[config.mk]
export PLATFORM = sky130hd
export DESIGN_NAME = sqrt_seq_engine_flat
export DESIGN_NICKNAME = d
export VERILOG_FILES = /design/src/rtl/sqrt_seq_engine_if.sv /design/src/rtl/sqrt_seq_engine.sv /design/src/flat_wrapper.sv
export SDC_FILE = /design/constraint.sdc
export NUM_CORES = 1
export LEC_CHECK = 0
export ABC_AREA = 0
export CAP_MARGIN = 25
export CORE_ASPECT_RATIO = 0.8
export CORE_UTILIZATION = 50
export CTS_CLUSTER_DIAMETER = 120
export DETAILED_ROUTE_END_ITERATION = 12
export PLACE_DENSITY = 0.75
export SLEW_MARGIN = 10
export SYNTH_ARGS = -nofsm -noshare
export SYNTH_HDL_FRONTEND = slang
export SYNTH_SLANG_ARGS = --single-unit
[constraint.sdc]
create_clock -name CLOCK_50 -period 5.45 [get_ports CLOCK_50]
set_input_delay 0.545 -clock CLOCK_50 [delete_from_list [all_inputs] [get_ports CLOCK_50]]
set_output_delay 0.545 -clock CLOCK_50 [all_outputs]
set_load 0.1 [all_outputs]
[src/rtl/sqrt_seq_engine_if.sv]
// sqrt_seq_engine_if: request/result bundle between the entry FSM and the sqrt engine
interface sqrt_seq_engine_if #(parameter int NDIG = 6);
    logic                start;
    logic [4*NDIG-1:0]   num_bcd;
    logic [4*NDIG-1:0]   sqrt_bcd;
    logic                busy;
    logic                done;
    logic                err;
    modport master(output start, num_bcd, input sqrt_bcd, busy, done, err);
    modport slave(input start, num_bcd, output sqrt_bcd, busy, done, err);
endinterface

[src/rtl/sqrt_seq_engine.sv]
// sqrt_seq_engine: BCD operand -> binary -> scaled restoring root -> BCD, 3 int + 3 frac digits
module sqrt_seq_engine #(
    parameter int NDIG = 6,
    parameter int FRAC = 3,
    parameter int RB   = 20
) (
    input  logic              CLOCK_50,
    input  logic              reset,
    sqrt_seq_engine_if.slave  bus
);
    localparam int BW = 4 * NDIG;
    localparam int CW = $clog2(RB + 1);
    localparam logic [2*RB-1:0] SCALE_K = (2*RB)'(10 ** (2 * FRAC));

    typedef enum logic [2:0] {IDLE, CONV, SCALE, ROOT, DABBLE, DONE} state_t;

    state_t          state_q, state_d;
    logic [CW-1:0]   cnt_q, cnt_d;
    logic [BW-1:0]   num_q, num_d;
    logic [RB-1:0]   acc_q, acc_d;
    logic            inv_q, inv_d;
    logic [2*RB-1:0] rad_q, rad_d;
    logic [RB+1:0]   rem_q, rem_d;
    logic [RB-1:0]   root_q, root_d;
    logic [BW-1:0]   bcd_q, bcd_d;
    logic [BW-1:0]   sqrt_q, sqrt_d;
    logic            err_q, err_d;

    logic [3:0]      digit;
    logic            bad;
    logic [RB+3:0]   sh, rt;
    logic            ok;
    logic [BW-1:0]   adj, bcd_nxt;
    logic            last_conv, last_rb;

    always_comb begin
        digit     = num_q[BW-1 -: 4];
        bad       = digit > 4'd9;
        sh        = {rem_q, rad_q[2*RB-1 -: 2]};
        rt        = {2'b00, root_q, 2'b01};
        ok        = sh >= rt;
        adj       = bcd_q;
        for (int i = 0; i < NDIG; i++)
            adj[4*i +: 4] = bcd_q[4*i +: 4] >= 4'd5 ? bcd_q[4*i +: 4] + 4'd3 : bcd_q[4*i +: 4];
        bcd_nxt   = {adj[BW-2:0], root_q[RB-1]};
        last_conv = cnt_q == CW'(NDIG - 1);
        last_rb   = cnt_q == CW'(RB - 1);
        state_d   = state_q;
        cnt_d     = cnt_q;
        num_d     = num_q;
        acc_d     = acc_q;
        inv_d     = inv_q;
        rad_d     = rad_q;
        rem_d     = rem_q;
        root_d    = root_q;
        bcd_d     = bcd_q;
        sqrt_d    = sqrt_q;
        err_d     = err_q;
        case (state_q)
            IDLE: if (bus.start) begin
                num_d   = bus.num_bcd;
                acc_d   = '0;
                inv_d   = 1'b0;
                rem_d   = '0;
                root_d  = '0;
                bcd_d   = '0;
                cnt_d   = '0;
                state_d = CONV;
            end
            CONV: begin
                acc_d   = acc_q * RB'(10) + RB'(bad ? 4'd0 : digit);
                inv_d   = inv_q | bad;
                num_d   = num_q << 4;
                cnt_d   = last_conv ? '0 : cnt_q + 1'b1;
                state_d = last_conv ? SCALE : CONV;
            end
            SCALE: begin
                rad_d   = (2*RB)'(acc_q) * SCALE_K;
                state_d = ROOT;
            end
            ROOT: begin
                // restoring step: keep the trial remainder only if it did not underflow
                rem_d   = (RB+2)'(ok ? sh - rt : sh);
                root_d  = {root_q[RB-2:0], ok};
                rad_d   = rad_q << 2;
                cnt_d   = last_rb ? '0 : cnt_q + 1'b1;
                state_d = last_rb ? DABBLE : ROOT;
            end
            DABBLE: begin
                bcd_d   = bcd_nxt;
                root_d  = root_q << 1;
                cnt_d   = last_rb ? '0 : cnt_q + 1'b1;
                sqrt_d  = last_rb ? (inv_q ? '0 : bcd_nxt) : sqrt_q;
                err_d   = last_rb ? inv_q : err_q;
                state_d = last_rb ? DONE : DABBLE;
            end
            DONE: state_d = IDLE;
            default: state_d = IDLE;
        endcase
    end

    always_ff @(posedge CLOCK_50 or negedge reset) begin
        if (!reset) begin
            state_q <= IDLE;
            cnt_q   <= '0;
            num_q   <= '0;
            acc_q   <= '0;
            inv_q   <= 1'b0;
            rad_q   <= '0;
            rem_q   <= '0;
            root_q  <= '0;
            bcd_q   <= '0;
            sqrt_q  <= '0;
            err_q   <= 1'b0;
        end else begin
            state_q <= state_d;
            cnt_q   <= cnt_d;
            num_q   <= num_d;
            acc_q   <= acc_d;
            inv_q   <= inv_d;
            rad_q   <= rad_d;
            rem_q   <= rem_d;
            root_q  <= root_d;
            bcd_q   <= bcd_d;
            sqrt_q  <= sqrt_d;
            err_q   <= err_d;
        end
    end

    assign bus.busy     = state_q inside {CONV, SCALE, ROOT, DABBLE};
    assign bus.done     = state_q == DONE;
    assign bus.sqrt_bcd = sqrt_q;
    assign bus.err      = err_q;
endmodule

[src/flat_wrapper.sv]
// flat-port wrapper written by rule: the top's interface ports become plain ports
module sqrt_seq_engine_flat 
#(
    parameter int NDIG = 6,
    parameter int FRAC = 3,
    parameter int RB   = 20
)
  (CLOCK_50, reset, bus_start, bus_num_bcd, bus_sqrt_bcd, bus_busy, bus_done, bus_err);
  sqrt_seq_engine_if #(.NDIG(NDIG)) bus_i ();
  input  logic CLOCK_50;
  input  logic reset;
  input wire logic [$bits(bus_i.start)-1:0] bus_start;
  input wire logic [$bits(bus_i.num_bcd)-1:0] bus_num_bcd;
  output wire logic [$bits(bus_i.sqrt_bcd)-1:0] bus_sqrt_bcd;
  output wire logic [$bits(bus_i.busy)-1:0] bus_busy;
  output wire logic [$bits(bus_i.done)-1:0] bus_done;
  output wire logic [$bits(bus_i.err)-1:0] bus_err;
  assign bus_i.start = bus_start;
  assign bus_i.num_bcd = bus_num_bcd;
  assign bus_sqrt_bcd = bus_i.sqrt_bcd;
  assign bus_busy = bus_i.busy;
  assign bus_done = bus_i.done;
  assign bus_err = bus_i.err;
  sqrt_seq_engine #(.NDIG(NDIG), .FRAC(FRAC), .RB(RB)) u_core (.CLOCK_50(CLOCK_50), .reset(reset), .bus(bus_i));
endmodule
==> results.toml, run 1 <==
[worst_setup_path]
critical_path.most_common_cell = "fa_1"
r2r-start = "u_core.acc_q[3]"
r2r_setup_slack_ns = -0.13
reg2reg_depth = 21
r2r_end = "u_core.rad_q[39]"
cp-end-kind = "flip-flop"
crit_type = "flip-flop to flip-flop"
crit_slowest_cell = "fa_1"
path_cells = "inv_2 -> buf_6 -> fa_1 -> fa_1 -> inv_2 -> fa_1 -> fa_1 -> ha_1 -> inv_1 -> fa_1 -> inv_2 -> ha_4 -> nand2_4 -> a2111oi_4 -> nand3_1 -> a21oi_2 -> nor2_2 -> o21ai_2 -> mux2i_1 -> a221o_1 -> a221o_1"
worstPathMaxFanout = 4
cp.arrival_ns = 5.92
critPathRequiredTime_ns = 5.79
slowest_delay_ns = 0.56
start_kind = "flip-flop"

[layout]
finalNonFillerCells = 2009
layout.nets = 1901
layout-area-overhead-vs-synth_pct = 16.3
drive_gt1_share_pct = 11.6
antennaDiodeCount = 0

[clock_network]
cts_tree = "done"
clockBufferDepth = 2
h-tree-depth = 4
cts.sinks = 178
clk_latency_ns = 0.45
path_clk_slew_ns = 0.08
cts-buffers-inserted = 17
hold_buffers = 0
cts-root-buf = "clkbuf_16"

[global_routing]
grt_first_pass_wirelength_um = 56300
overflow = 0
antenna_found_initial = 0
grt_max_degree = 83
grt_usage_pct = 23.6
first_global_vias = 11500

[timing]
max_freq_ghz = 0.179
slew_headroom_pct = 28.2
fin_crit_sh_pct = 102
timing.final.ws_setup_ns = -0.130
rsz0062_at_grt = "true"
skew_ns = 0.0157
min_period_ns = 5.58
final_max_slew_viol_count = 0
worstMarginPinSlew_ns = 1.07
setup_tns_ns = -0.294
setup_violations = 4
hold_viol_final = 0
hold_ws_ns = 0.114

[route]
wl_per_cell_um = 17.0
drt-pass1-iter-count = 5
vias = 11600
via_per_inst = 5.78
drtIter0Drc = 708
drc = 0
finalWirelength_um = 34100
antenna_left = 0

[yosys]
synth_ff_type = "dfrtp_1"
synth_warnings = 0
ys_types = 74
syn-num-nets = 1807
avgSynthCellArea_um2 = 9.38
synth_area_um2 = 14400
syn_inst = 1532
ys_async_sr_fraction_pct = 100
synth_seq_cells = 178
synth_edf_count = 0
ys_seq_area_share_pct = 31.0

[place]
port_buffers = 53
routabilityCongestion = 0.894
pre_cts_slack_ns = -0.224
dp_cells = 1960
dp_hpwl_um = 24700

[die]
die_w_um = 192
io-pin-count = 54
design.core.area_um2 = 28300
dieArea_um2 = 29400
placementRows = 55
initial_utilization_pct = 50.8
fp.dieH_um = 154

[pwr]
p_leak_uw = 0.00790
ir_drop_v = 0.000483
power_density_nw_per_um2 = 468
power_uw = 7830

[min_path]
min_path_type = "input pin to async pin"

[status]
status = "finished with violations"
failed_checks = "negative setup slack"

[run]
drv_cap = 0
[stage by stage]
step                utilization, %  instance area, um2
floorplan                        -               14400
global placement              55.2               15600
detailed placement            55.3               15600
CTS                           58.3               16500
global route                  59.1               16700
finish                        59.1               16700
[worst max path at each step]
stage                     cells after the start       startpoint          endpoint  slack [ns]
after floorplan                              20  u_core.acc_q[5]  u_core.rad_q[39]       -0.03
after global placement                       20  u_core.acc_q[1]  u_core.rad_q[39]       -0.08
after detailed placement                     20  u_core.acc_q[1]  u_core.rad_q[39]       -0.22
after CTS                                    20  u_core.acc_q[3]  u_core.rad_q[39]       -0.01
after global routing                         21  u_core.acc_q[3]  u_core.rad_q[39]       -0.36
final                                        21  u_core.acc_q[3]  u_core.rad_q[39]       -0.13
[synthesized netlist by cell type (4+ instances only)]
master | count | area, um2
o31ai_1 | 14 | 105
o21ai_0 | 109 | 546
dfrtp_1 | 178 | 4450
o22ai_1 | 33 | 206
mux2i_1 | 14 | 140
nor3b_1 | 5 | 37.5
nor4_1 | 4 | 25.0
xor2_1 | 26 | 228
nor2_1 | 111 | 417
nand2_1 | 116 | 435
or4_1 | 4 | 30.0
nand2b_1 | 12 | 75.1
ha_1 | 171 | 2140
or3_1 | 5 | 31.3
o211ai_1 | 4 | 30.0
xnor2_1 | 52 | 455
a2111oi_0 | 6 | 52.6
o21ai_1 | 4 | 20.0
and3_1 | 8 | 50.1
a21o_1 | 34 | 255
fa_1 | 77 | 1540
nand3_1 | 48 | 240
nand4_1 | 7 | 43.8
a211oi_1 | 6 | 45.0
inv_1 | 161 | 604
and2_1 | 6 | 37.5
a221o_1 | 5 | 50.1
o21a_1 | 9 | 67.6
a21boi_0 | 7 | 52.6
nor3_1 | 23 | 115
clkbuf_1 | 48 | 180
a31oi_1 | 10 | 62.6
nor2b_1 | 18 | 113
a22o_1 | 50 | 438
a21oi_1 | 79 | 395
a32oi_1 | 9 | 78.8
[cells by family after synthesis]
family | count (synthesis) | share of synthesized area [%]
DFF | 178 | 31.0
AOI/OAI and AO/OA | 408 | 18.7
buffers and inverters | 215 | 5.84
and+or+nand+nor | 389 | 12.9
muxes | 16 | 1.13
adders and majority gates | 248 | 25.6
xor gates and xnor gates | 78 | 4.76
[routing by layer]
metal	up-vias	GRT usage, %	part of all wire [%]
met5	-	0	0
met4	0	5.40	1.6
met3	48	3.70	4.5
met2	290	37.7	46
met1	5717	33.7	48
li1	5566	-	-
[registers in the layout (all words and copies together) (netlist names)]
| signal | count |
|---|---|
| u_core.bcd_q | 24 |
| u_core.num_q | 24 |
| u_core.bus.sqrt_bcd | 24 |
| u_core.cnt_q | 5 |
| u_core.root_q | 20 |
| u_core.rad_q | 34 |
| u_core.rem_q | 22 |
| u_core.inv_q | 1 |
| u_core.acc_q | 20 |
| u_core.bus.err | 1 |
| u_core.state_q | 3 |
[what timing repair did]
item | in CTS | in global routing
setup endpoints to repair | 6 | 15
resized for setup | 26 | 37
hold endpoints to repair | 0 | 0
buffers inserted | 7 | 9
pin swaps | 31 | 38
[power breakdown]
part | internal, uW | switching (uW)
registers | 1510 | 192
clock network | 711 | 592
logic | 2100 | 2720
[critical path: cells and delay by family, from the launching register on]
family | cells | cell delay (ns)
compound gates | 5 | 1.28
fa+ha+maj | 7 | 3.03
buf+inv | 5 | 0.37
flops | 1 | 0.39
mux | 1 | 0.09
simple gates | 3 | 0.31
[cells in the final DEF, fill, tap and decap left out, drive strengths merged, types with 19 or more instances in the layout]
master           n
buf             76
ha             171
xnor2           52
clkdlybuf4s50   52
inv            167
nand3           48
nand2          117
dfrtp          178
o21ai          113
o22ai           33
a22o            50
xor2            26
fa              77
a21o            34
a21oi           80
clkbuf          19
nor2b           19
nor2           111
nor3            25
[cell type report]
type / instances / area (um2)
sequential: 178 / 4460
fill: 2313 / 11600
clock inverter: 14 / 185
timing repair buffer: 129 / 1140
inverter: 161 / 604
tap: 370 / 463
clock buffer: 18 / 439
multi-input combinational: 1139 / 9420
No activity file was read; power rests on OpenSTA's default activity.
==> run 2: changes to the inputs <==
--- a/config.mk
+++ b/config.mk
@@ -10,6 +10,7 @@
 export CORE_ASPECT_RATIO = 0.8
 export CORE_UTILIZATION = 50
 export CTS_CLUSTER_DIAMETER = 120
+export CTS_CLUSTER_SIZE = 14
 export DETAILED_ROUTE_END_ITERATION = 12
 export PLACE_DENSITY = 0.75
 export SLEW_MARGIN = 10
==> results of run 2 <==
No change in the layout: final DEF, timing and power equal those of run 1.
==> run 3: changes to the inputs <==
==> constraint.sdc (replaced) <==
create_clock -name CLOCK_50 -period 5.45 [get_ports CLOCK_50]
set_input_delay 0.545 -clock CLOCK_50 [delete_from_list [all_inputs] [get_ports CLOCK_50]]
set_output_delay 0.545 -clock CLOCK_50 [all_outputs]
set_load 0.02 [all_outputs]
==> run 3 against run 2 <==
Against the previous run: the run still ends with negative setup slack left; sequential power is essentially flat; via count is 0.84% lower; wire length up 0.73%; critical endpoint unchanged.
==> results.toml, run 3 (synthesis gave the netlist of run 1 again) <==
[route]
dr_wl_met2_um = 15900
antenna_left = 0
finalWirelength_um = 34400
m1WireLength_um = 16600
drtIter0Drc = 791
top_layer_used = "met4"
drc = 0
vias = 11500
route.met3.wl_um = 1460
drt-pass1-iter-count = 5
via_per_inst = 5.73
wl_per_cell_um = 17.1

[timing]
hold_viol_final = 0
min_period_ns = 5.55
final_max_slew_viol_count = 0
fin_crit_sh_pct = 102
skew_ns = 0.0129
max_freq_ghz = 0.180
worstMarginPinSlew_ns = 0.979
timing.final.ws_setup_ns = -0.0981
slew_headroom_pct = 34.7
hold_ws_ns = 0.116
rsz0062_at_grt = "true"
setup_violations = 2

[layout]
nFillCells = 2289
layout.nets = 1903
post-route-util_pct = 58.8
drive_gt1_share_pct = 11.3
final_cell_mix = "dfrtp_1 (175), ha_1 (158), inv_1 (147)"
layout_commonest_cell = "dfrtp_1"
largest_reg_flops = 34
regMostFlops = "u_core.rad_q"
stdcell_area_um2 = 16600
layout-area-overhead-vs-synth_pct = 15.7
antennaDiodeCount = 0

[clock_network]
clockBufferDepth = 2
cts-root-buf = "clkbuf_16"
path_clk_slew_ns = 0.08
cts.sinks = 178
cts-buffers-inserted = 17
cts_tree = "done"
h-tree-depth = 4
clk_latency_ns = 0.45

[status]
status = "finished with violations"
failed_checks = "negative setup slack"

[worst_setup_path]
critical_path.most_common_cell = "fa_1"
cp-end-kind = "flip-flop"
slowest_delay_ns = 0.59
start_kind = "flip-flop"
crit_buf_inv = 5
crit_start = "u_core.acc_q[5]"
worstPathMaxFanout = 4
critPathRequiredTime_ns = 5.79
crit_slowest_cell = "fa_1"
path_delay_family = "adder cells"
crit_type = "flip-flop to flip-flop"
cp.arrival_ns = 5.89
path_cells = "inv_2 -> fa_1 -> inv_2 -> fa_1 -> fa_1 -> fa_1 -> ha_1 -> inv_1 -> fa_1 -> inv_2 -> ha_4 -> nand3_4 -> buf_4 -> a2111oi_2 -> o21ai_2 -> a21oi_2 -> nor2_2 -> o21ai_2 -> mux2i_1 -> a221o_1 -> a221o_1"
r2r-start = "u_core.acc_q[5]"

[place]
port_buffers = 53
place_area_um2 = 15600
routabilityCongestion = 0.894
dp_hpwl_um = 24800
pre_cts_slack_ns = -0.213

[pwr]
p_int_uw = 4190
clkPwrFrac_pct = 17.0
comb_power_share_pct = 59.7
ir_drop_v = 0.000416
seq_power_share_pct = 23.4
p_leak_uw = 0.00786
power_density_nw_per_um2 = 439
switching_power_uw = 3100
p_sw_share_pct = 42.5

[die]
io-pin-count = 54
die_w_um = 192
initial_utilization_pct = 50.8
fp.dieH_um = 154
dieArea_um2 = 29400
design.core.area_um2 = 28300
placementRows = 55

[global_routing]
grt_first_pass_wirelength_um = 55700
grt_usage_pct = 23.4
antenna_found_initial = 0
grt_max_degree = 83
overflow = 0
first_global_vias = 11400

[run]
drv_cap = 0

[min_path]
min_path_type = "input pin to async pin"
[run 3: per-stage QoR]
step / cells / setup TNS [ns] / power, uW
after floorplan: 1532 / -0.0291 / 4260
after global placement: 1958 / -0.0766 / 5290
after detailed placement: 1959 / -0.418 / 5410
after CTS: 1996 / -0.0105 / 6860
after global routing: 2011 / -1.31 / 7820
final: 2011 / -0.118 / 7290
[run 3: layout make-up]
cell class | count | area (um2) | share of cell area [%]
Multi-Input combinational cell | 1139 | 9370 | 56.4
Sequential cell | 178 | 4460 | 26.8
Timing Repair Buffer | 131 | 1150 | 6.90
Inverter | 161 | 604 | 3.64
Tap cell | 370 | 463 | 2.79
Clock buffer | 18 | 439 | 2.64
Clock inverter | 14 | 140 | 0.843
[run 3: layer usage]
layer | vias to the layer above | GRT usage [%]
li1 | 5568 | -
met1 | 5657 | 33.9
met5 | - | 0
met4 | 0 | 5.67
met3 | 32 | 3.65
met2 | 266 | 36.7
[run 3: what timing repair did]
action / in CTS / in global routing
gates resized for setup: 18 / 35
pin swaps: 21 / 53
setup endpoints to repair: 7 / 14
setup buffers: 5 / 13
hold buffers: 0 / 0
[run 3: path summary, 6_finish.rpt]
kind	end	slack, ns	cells past startpoint
worst max-delay path	u_core.rad_q[39]	-0.1	21
worst min-delay path	u_core.root_q[5]	0.12	1
worst max register to register	u_core.rad_q[39]	-0.1	21
worst min register to register	u_core.bus.sqrt_bcd[3]	0.48	2
max in group asynchronous	u_core.acc_q[1]	4.11	2
min in group CLOCK_50	u_core.bus.sqrt_bcd[3]	0.48	2
[run 3: power groups by stage]
stage	Sequential [uW]	Combinational, uW	Clock [uW]
after floorplan	1740	2520	0
after global placement	1710	3580	0
after detailed placement	1720	3690	0
after CTS	1700	3910	1250
after global routing	1730	4790	1300
final	1700	4350	1240
[run 3: worst register-to-register path, delay by kind of cell (launching register included)]
| kind | cells | cell delay (ns) |
|---|---|---|
| mux | 1 | 0.09 |
| flops | 1 | 0.37 |
| fa+ha+maj | 7 | 3.14 |
| simple gates | 2 | 0.16 |
| buf+inv | 5 | 0.37 |
| compound gates | 6 | 1.30 |
